<file path="src/rtl/pwm_multi.sv">
// Multi-channel PWM slave: one shared up-counter with programmable period,
// per-channel duty/enable/polarity, period and duty double-buffered to the wrap.
module pwm_multi #(
  parameter int          CHANNELS  = 4,
  parameter int          CNT_WIDTH = 8,
  parameter logic [31:0] BASE_ADDR = 32'h8000_0000
) (
  input  logic                clk_i,
  input  logic                rst_ni,
  input  logic                wr_en_i,
  input  logic                rd_en_i,
  input  logic [31:0]         address_i,
  input  logic [31:0]         wr_data_i,
  output logic [31:0]         rd_data_o,
  output logic                ready_o,
  output logic                error_o,
  output logic [CHANNELS-1:0] pwm_out_o,
  output logic                period_irq_o
);

  localparam logic [7:0] OFF_CTRL   = 8'h00;
  localparam logic [7:0] OFF_PERIOD = 8'h04;
  localparam logic [7:0] OFF_COUNT  = 8'h08;
  localparam logic [7:0] OFF_DUTY0  = 8'h10;

  logic                 run_q, run_d;
  logic [CHANNELS-1:0]  en_q, en_d;
  logic [CHANNELS-1:0]  pol_q, pol_d;
  logic [CNT_WIDTH-1:0] period_q, period_d;
  logic [CNT_WIDTH-1:0] duty_q [CHANNELS];
  logic [CNT_WIDTH-1:0] duty_d [CHANNELS];
  logic [CNT_WIDTH-1:0] period_act_q, period_act_d;
  logic [CNT_WIDTH-1:0] duty_act_q [CHANNELS];
  logic [CNT_WIDTH-1:0] duty_act_d [CHANNELS];
  logic [CNT_WIDTH-1:0] cnt_q, cnt_d;
  logic [CHANNELS-1:0]  pwm_q, pwm_d;
  logic                 irq_q, irq_d;
  logic                 err_q, err_d;
  logic [31:0]          rd_data_q, rd_data_d;

  logic                 sel, wr_acc, rd_acc, mapped, wrap, load;
  logic [7:0]           off;
  logic [CHANNELS-1:0]  duty_hit;
  logic                 unused_wr_bits;

  assign unused_wr_bits = ^wr_data_i;

  always_comb begin
    sel    = (address_i[31:8] == BASE_ADDR[31:8]);
    off    = address_i[7:0];
    wr_acc = sel && wr_en_i && !rd_en_i;
    rd_acc = sel && rd_en_i && !wr_en_i;
    for (int i = 0; i < CHANNELS; i++) begin
      duty_hit[i] = (off == OFF_DUTY0 + 8'(4 * i));
    end
    mapped = (off == OFF_CTRL) || (off == OFF_PERIOD) || (off == OFF_COUNT) || (|duty_hit);
    err_d  = sel && ((wr_en_i && rd_en_i) || ((wr_acc || rd_acc) && !mapped) ||
                     (wr_acc && off == OFF_COUNT));
  end

  // Register file writes
  always_comb begin
    run_d    = run_q;
    en_d     = en_q;
    pol_d    = pol_q;
    period_d = period_q;
    duty_d   = duty_q;
    if (wr_acc && off == OFF_CTRL) begin
      en_d  = wr_data_i[CHANNELS-1:0];
      pol_d = wr_data_i[16 +: CHANNELS];
      run_d = wr_data_i[31];
    end
    if (wr_acc && off == OFF_PERIOD) period_d = wr_data_i[CNT_WIDTH-1:0];
    for (int i = 0; i < CHANNELS; i++) begin
      if (wr_acc && duty_hit[i]) duty_d[i] = wr_data_i[CNT_WIDTH-1:0];
    end
  end

  // Shadows take the post-write value so a write in the wrap cycle is not lost.
  always_comb begin
    wrap         = run_q && (cnt_q == period_act_q);
    load         = !run_q || wrap;
    period_act_d = load ? period_d : period_act_q;
    for (int i = 0; i < CHANNELS; i++) begin
      duty_act_d[i] = load ? duty_d[i] : duty_act_q[i];
    end
    if (!run_q || wrap) cnt_d = '0;
    else                cnt_d = cnt_q + CNT_WIDTH'(1);
    irq_d = wrap;
    for (int i = 0; i < CHANNELS; i++) begin
      pwm_d[i] = (run_q && en_q[i] && (cnt_q < duty_act_q[i])) ^ pol_q[i];
    end
  end

  always_comb begin
    rd_data_d = rd_data_q;
    if (rd_acc) begin
      if (off == OFF_CTRL) begin
        rd_data_d                 = '0;
        rd_data_d[CHANNELS-1:0]   = en_q;
        rd_data_d[16 +: CHANNELS] = pol_q;
        rd_data_d[31]             = run_q;
      end
      if (off == OFF_PERIOD) rd_data_d = 32'(period_q);
      if (off == OFF_COUNT)  rd_data_d = 32'(cnt_q);
      for (int i = 0; i < CHANNELS; i++) begin
        if (duty_hit[i]) rd_data_d = 32'(duty_q[i]);
      end
    end
  end

  always_ff @(posedge clk_i or negedge rst_ni) begin
    if (!rst_ni) begin
      run_q        <= 1'b0;
      en_q         <= '0;
      pol_q        <= '0;
      period_q     <= '1;
      period_act_q <= '1;
      cnt_q        <= '0;
      pwm_q        <= '0;
      irq_q        <= 1'b0;
      err_q        <= 1'b0;
      rd_data_q    <= '0;
      for (int i = 0; i < CHANNELS; i++) begin
        duty_q[i]     <= '0;
        duty_act_q[i] <= '0;
      end
    end else begin
      run_q        <= run_d;
      en_q         <= en_d;
      pol_q        <= pol_d;
      period_q     <= period_d;
      period_act_q <= period_act_d;
      cnt_q        <= cnt_d;
      pwm_q        <= pwm_d;
      irq_q        <= irq_d;
      err_q        <= err_d;
      rd_data_q    <= rd_data_d;
      for (int i = 0; i < CHANNELS; i++) begin
        duty_q[i]     <= duty_d[i];
        duty_act_q[i] <= duty_act_d[i];
      end
    end
  end

  assign ready_o      = 1'b1;
  assign rd_data_o    = rd_data_q;
  assign error_o      = err_q;
  assign pwm_out_o    = pwm_q;
  assign period_irq_o = irq_q;

endmodule
</file>
<file path="config.mk">
export PLATFORM = sky130hd
export DESIGN_NAME = pwm_multi
export DESIGN_NICKNAME = d
export VERILOG_FILES = /design/src/rtl/pwm_multi.sv
export SDC_FILE = /design/constraint.sdc
export NUM_CORES = 1
export LEC_CHECK = 0
export BUFFER_PORTS_ARGS = -buffer_cell sky130_fd_sc_hd__buf_2
export CAP_MARGIN = 0
export CORE_MARGIN = 10
export CORE_UTILIZATION = 40
export CTS_CLUSTER_SIZE = 24
export DETAILED_ROUTE_END_ITERATION = 6
export SETUP_SLACK_MARGIN = 0.15
export SYNTH_ARGS = -nofsm -noshare
export SYNTH_HDL_FRONTEND = slang
export SYNTH_SLANG_ARGS = --single-unit
</file>
<file path="constraint.sdc">
create_clock -name clk_i -period 5.1 [get_ports clk_i]
set_input_delay 0.255 -clock clk_i [delete_from_list [all_inputs] [get_ports clk_i]]
set_output_delay 0.255 -clock clk_i [all_outputs]
set_load 0.02 [all_outputs]
</file>
**Yosys cells after proc, flatten, opt, wreduce, memory -nomap -nowiden**

Cells that the tools add are included.

- Bits in registers: 135
- Bits of input ports: 68
- Output and inout port bits: 39
- Logic and storage cells: 86

- $add $sub $neg: 1
- $lt $le $gt $ge: 4
- Equal/unequal tests: 8
- Multiplexer cells: 13
- Bitwise gates (word level): 4
- Reductions and logical operators: 38

Operators with widths:

| cell | count |
|---|---|
| two-way mux 32 bit | 7 |
| two-way mux 8 bit | 6 |
| equality test 8 x 5 -> 1 bit, second input constant | 4 |
| < comparator 8 bit | 4 |
| equality test 24 bit, second input constant | 1 |
| logical AND 1 bit | 23 |
| adder 8 x 1 -> 8 bit, second input constant | 1 |
| equality test 8 x 3 -> 1 bit, second input constant | 1 |
| equality test 8 x 4 -> 1 bit, second input constant | 1 |
| equality test 8 bit | 1 |
| logical NOT 8 bit | 1 |
| logical OR 1 bit | 7 |
| nonzero test 7 bit | 1 |
| logical NOT 1 bit | 4 |
| OR reduction 4 bit | 1 |
| XOR 1 bit | 4 |
| AND reduction 2 bit | 1 |

**Depth between registers and ports, before layout**

- Word-level depth: 9
- Mapped depth: 8

**Worst setup path after synthesis**

No wires, ideal clock.

- Path type: register to register
- Start point: reg cnt_q[0]
- End point: reg duty_act_q[13] in the netlist's numbering
- Arrival: 1.907 ns
- Data required time: 4.975 ns
- Path slack: 3.068 ns
- Stages on the path, launching flop included: 8
- Clock period less this slack: 2.032 ns
- Cell sequence: dfrtp_1 -> clkbuf_1 -> xnor2_1 -> nand4_1 -> o21ai_0 -> buf_2 -> clkbuf_1 -> mux2_2

- Cells in the longest elaborated chain, start to end: 3

RTL lines:

| element | RTL line | RTL |
|---|---|---|
| from (decl) | 35 | `logic [CNT_WIDTH-1:0] cnt_q, cnt_d;` |
| from (signal assigned) | 134 | `cnt_q <= cnt_d;` |
| equality test 8 bit | 81 | `wrap = run_q && (cnt_q == period_act_q);` |
| logical AND 1 bit | 81 |  |
| logical OR 1 bit | 82 | `load = !run_q \|\| wrap;` |
| to (signal, indexed assignment) | 141 | `duty_act_q[i] <= duty_act_d[i];` |
| to (decl) | 33 | `logic [CNT_WIDTH-1:0] duty_act_q [CHANNELS];` |

Every way passes these cells.
A chain may end at the register's enable or synchronous reset.

==> impl_metrics.yaml <==
status:
  status: "complete, no violations"
min_path:
  hold_class: "input port to flop"
sta:
  finalClockSkew_ns: 0.00807
  tightest_slew_ns: 1.23
  slew_headroom_pct: 18.0
  fin_crit_ns: 2.84
  finalCritPeriodShare_pct: 55.7
  finalMaxSlewViolations: 0
  finalSetupViolCount: 0
  final_hold_viol_count: 0
  fmax_mhz: 352
  final.setup.tns_ns: 0
  rsz0062_at_grt: "false"
floorplan:
  die_area_mm2: 0.0215
  die_height_um: 147
  core_area_mm2: 0.0158
  io_pins: 107
  initial_core_util_pct: 40.6
  rows: 46
  die_w_um: 147
route:
  finalWirelength_um: 18700
  drtAntennaViolNets: 0
  drt-initial-drc-count: 433
  wl_per_cell_um: 20.4
  vias_per_cell: 5.63
  dr.pass1.iters: 5
  drc: 0
  via_count: 5166
cells_and_area:
  diodes: 0
  drive_gt1_share_pct: 25.4
  final_cell_area_mm2: 0.00749
  num-nets-final: 785
  syn2layout_area_growth_pct: 16.7
clocking:
  clk_transition_reported_paths_ns: 0.05
  post_cts_buffers: 0
  cts_buffers: 17
  cts_root_buffer: "clkbuf_16"
  clock-sinks: 116
  cts_tree: "yes"
  htreeDepth: 4
  clkLatencyLatePin_ns: 0.42
  cts_buffer_depth: 2
critical_path:
  worstPathCellList: "buf_2, nor4_1, nand3b_1, or2_2, o21ai_0, mux2_2"
  cp_max_fo: 27
  worstSetupPathType: "input port to flop"
  arrival_ns: 3.20
  ff2ff_path_depth: 5
  slowest_stage: "nand3b_1"
  cp-startpoint: "address_i[12]"
  timing.critical_path.buf_inv: 1
  crit-reg2reg-launch: "cnt_q[2]"
  reg2reg_slack_ns: 2.39
  worstPathRequired_ns: 5.45
  crit_end: "duty_act_q[19]"
  r2r_end: "duty_act_q[19]"
  cp_top_family: "simple AND/OR/NAND/NOR gates"
  worstSetupEndpointType: "flop"
  path_depth: 6
  max_stage_delay_ns: 0.92
  startpoint_type: "input port"
global_routing:
  grt_overflow: 0
  grt_max_degree: 68
  antenna_found_initial: 0
  grt_pass1_vias: 5159
  grt_first_pass_wirelength_um: 29400
  grt_use_total_pct: 17.4
synth:
  synth_warnings: 0
  async_flop_share_pct: 100
  synth_edf_count: 0
  syn_inst: 637
  syn_avg_cell_area_um2: 10.1
  yosysSeqAreaShare_pct: 45.5
  ys_ff_latch: 116
  ys_types: 53
  synth_ff_type: "dfrtp_1"
  synth_largest_area_cell: "dfrtp_1"
  yosys-top-cells-area: "dfrtp_1, mux2_2, dfstp_2"
  yosysTopAreaCellShare_pct: 39.0
  syn_area_mm2: 0.00642
pwr:
  fin_total_pwr_mw: 2.34
  p_leak_nw: 3.49
  power_density_mw_per_mm2: 312
  peakVddDrop_mv: 0.231
placement:
  hpwl_um: 13200
  gp_congestion: 0.869
  port_buffers: 67
  place_area_mm2: 0.00683
flow_run:
  maxCapViolCount: 0
-- layer usage --
metal | vias up | GRT usage [%] | part of all wire, %
li1 | 2367 | - | -
met1 | 2551 | 22.7 | 43
met2 | 226 | 27.0 | 47
met3 | 22 | 4.91 | 8.8
met4 | 0 | 5.81 | 1.6
met5 | - | 0 | 0
-- state kept, by name (all words and copies together) (netlist names), 4 cells and up --
name,cells
period_act_q,8
pwm_out_o,4
cnt_q,8
duty_q,32
en_q,4
rd_data_o,13
duty_act_q,32
pol_q,4
period_q,8
-- synthesized netlist by cell type, drive strengths merged (16+ instances only) --
master / number
nor2: 43
inv: 33
a21oi: 19
dfrtp: 100
nand2: 44
o21ai: 43
buf: 29
mux2: 49
dfstp: 16
ha: 29
nand4: 43
clkbuf: 29
o31ai: 25
-- cell families (layout without fill, tap and decap cells) --
kind of cell | count (synthesis) | count (layout) | synth area share, %
AO/OA/AOI/OAI | 138 | 138 | 13.9
XOR/XNOR | 18 | 18 | 2.45
other | 2 | 20 | 0.117
adder cells (fa/ha/maj) | 29 | 29 | 5.65
multiplexers | 50 | 50 | 9.27
flip-flops | 116 | 116 | 45.5
buffers and inverters | 91 | 137 | 6.72
AND/OR/NAND/NOR | 193 | 193 | 16.3
-- layout make-up --
class	count	area (µm²)
clock buffers	21	480
clock inverters	11	173
fillers	1474	8330
inverters	33	124
multi-input cells	448	3150
flip-flops and latches	116	2920
well taps	216	270
repair buffers	72	378
-- cell usage in the layout (no fill, tap or decap), types with 20 or more instances in the layout --
master,synthesis,routed
o21ai_0,41,40
dfrtp_1,100,100
ha_1,29,29
o31ai_1,25,25
buf_2,6,66
nand2_1,44,44
inv_1,33,33
nor2_1,43,43
nand4_1,42,42
conb_1,2,20
mux2_2,40,40
-- power breakdown --
part | leakage (nW) | switching, mW | internal, mW | total [mW]
Sequential | 1.56 | 0.00000000282 | 0.922 | 0.922
Combinational | 1.62 | 0.0874 | 0.0294 | 0.117
Clock | 0.308 | 0.431 | 0.870 | 1.30
-- worst min path at each step --
stage | startpoint | to | slack, ns | cells after the start
2_1_floorplan | rst_ni | cnt_q[0] | -0.04 | 0
3_5_place_dp | rst_ni | pwm_out_o[1] | 0.33 | 1
5_1_grt | wr_data_i[16] | pol_q[0] | 0.07 | 2
6_report | wr_data_i[16] | pol_q[0] | 0.07 | 2
4_1_cts | wr_data_i[16] | pol_q[0] | 0.06 | 2
3_3_place_gp | rst_ni | pwm_out_o[1] | 0.32 | 1
-- per-stage QoR --
| stage | instances | worst slack (ns) | utilization, % | hold slack, ns |
|---|---|---|---|---|
| 6_report | 917 | 2.26 | 47.4 | 0.0732 |
| 5_1_grt | 917 | 2.12 | 47.4 | 0.0656 |
| 4_1_cts | 917 | 2.30 | 47.4 | 0.0576 |
| 3_5_place_dp | 884 | 1.87 | 43.2 | 0.330 |
| 3_3_place_gp | 884 | 1.91 | 43.2 | 0.319 |
| 2_1_floorplan | 655 | 3.07 | - | -0.0406 |
-- timing repair --
item / CTS / global route
endpoints found under the hold margin: 49 / 0
hold buffers: 1 / 0
resized for setup: 0 / 0
-- worst reg2reg max path, cell delays in order, from the launching register on --
cell and delay, ns:
dfrtp_1 0.73, xnor2_1 0.20, nand4_1 0.20, o21ai_4 0.48, buf_4 0.54, mux2_2 0.44
No activity file was read; power rests on OpenSTA's default activity.
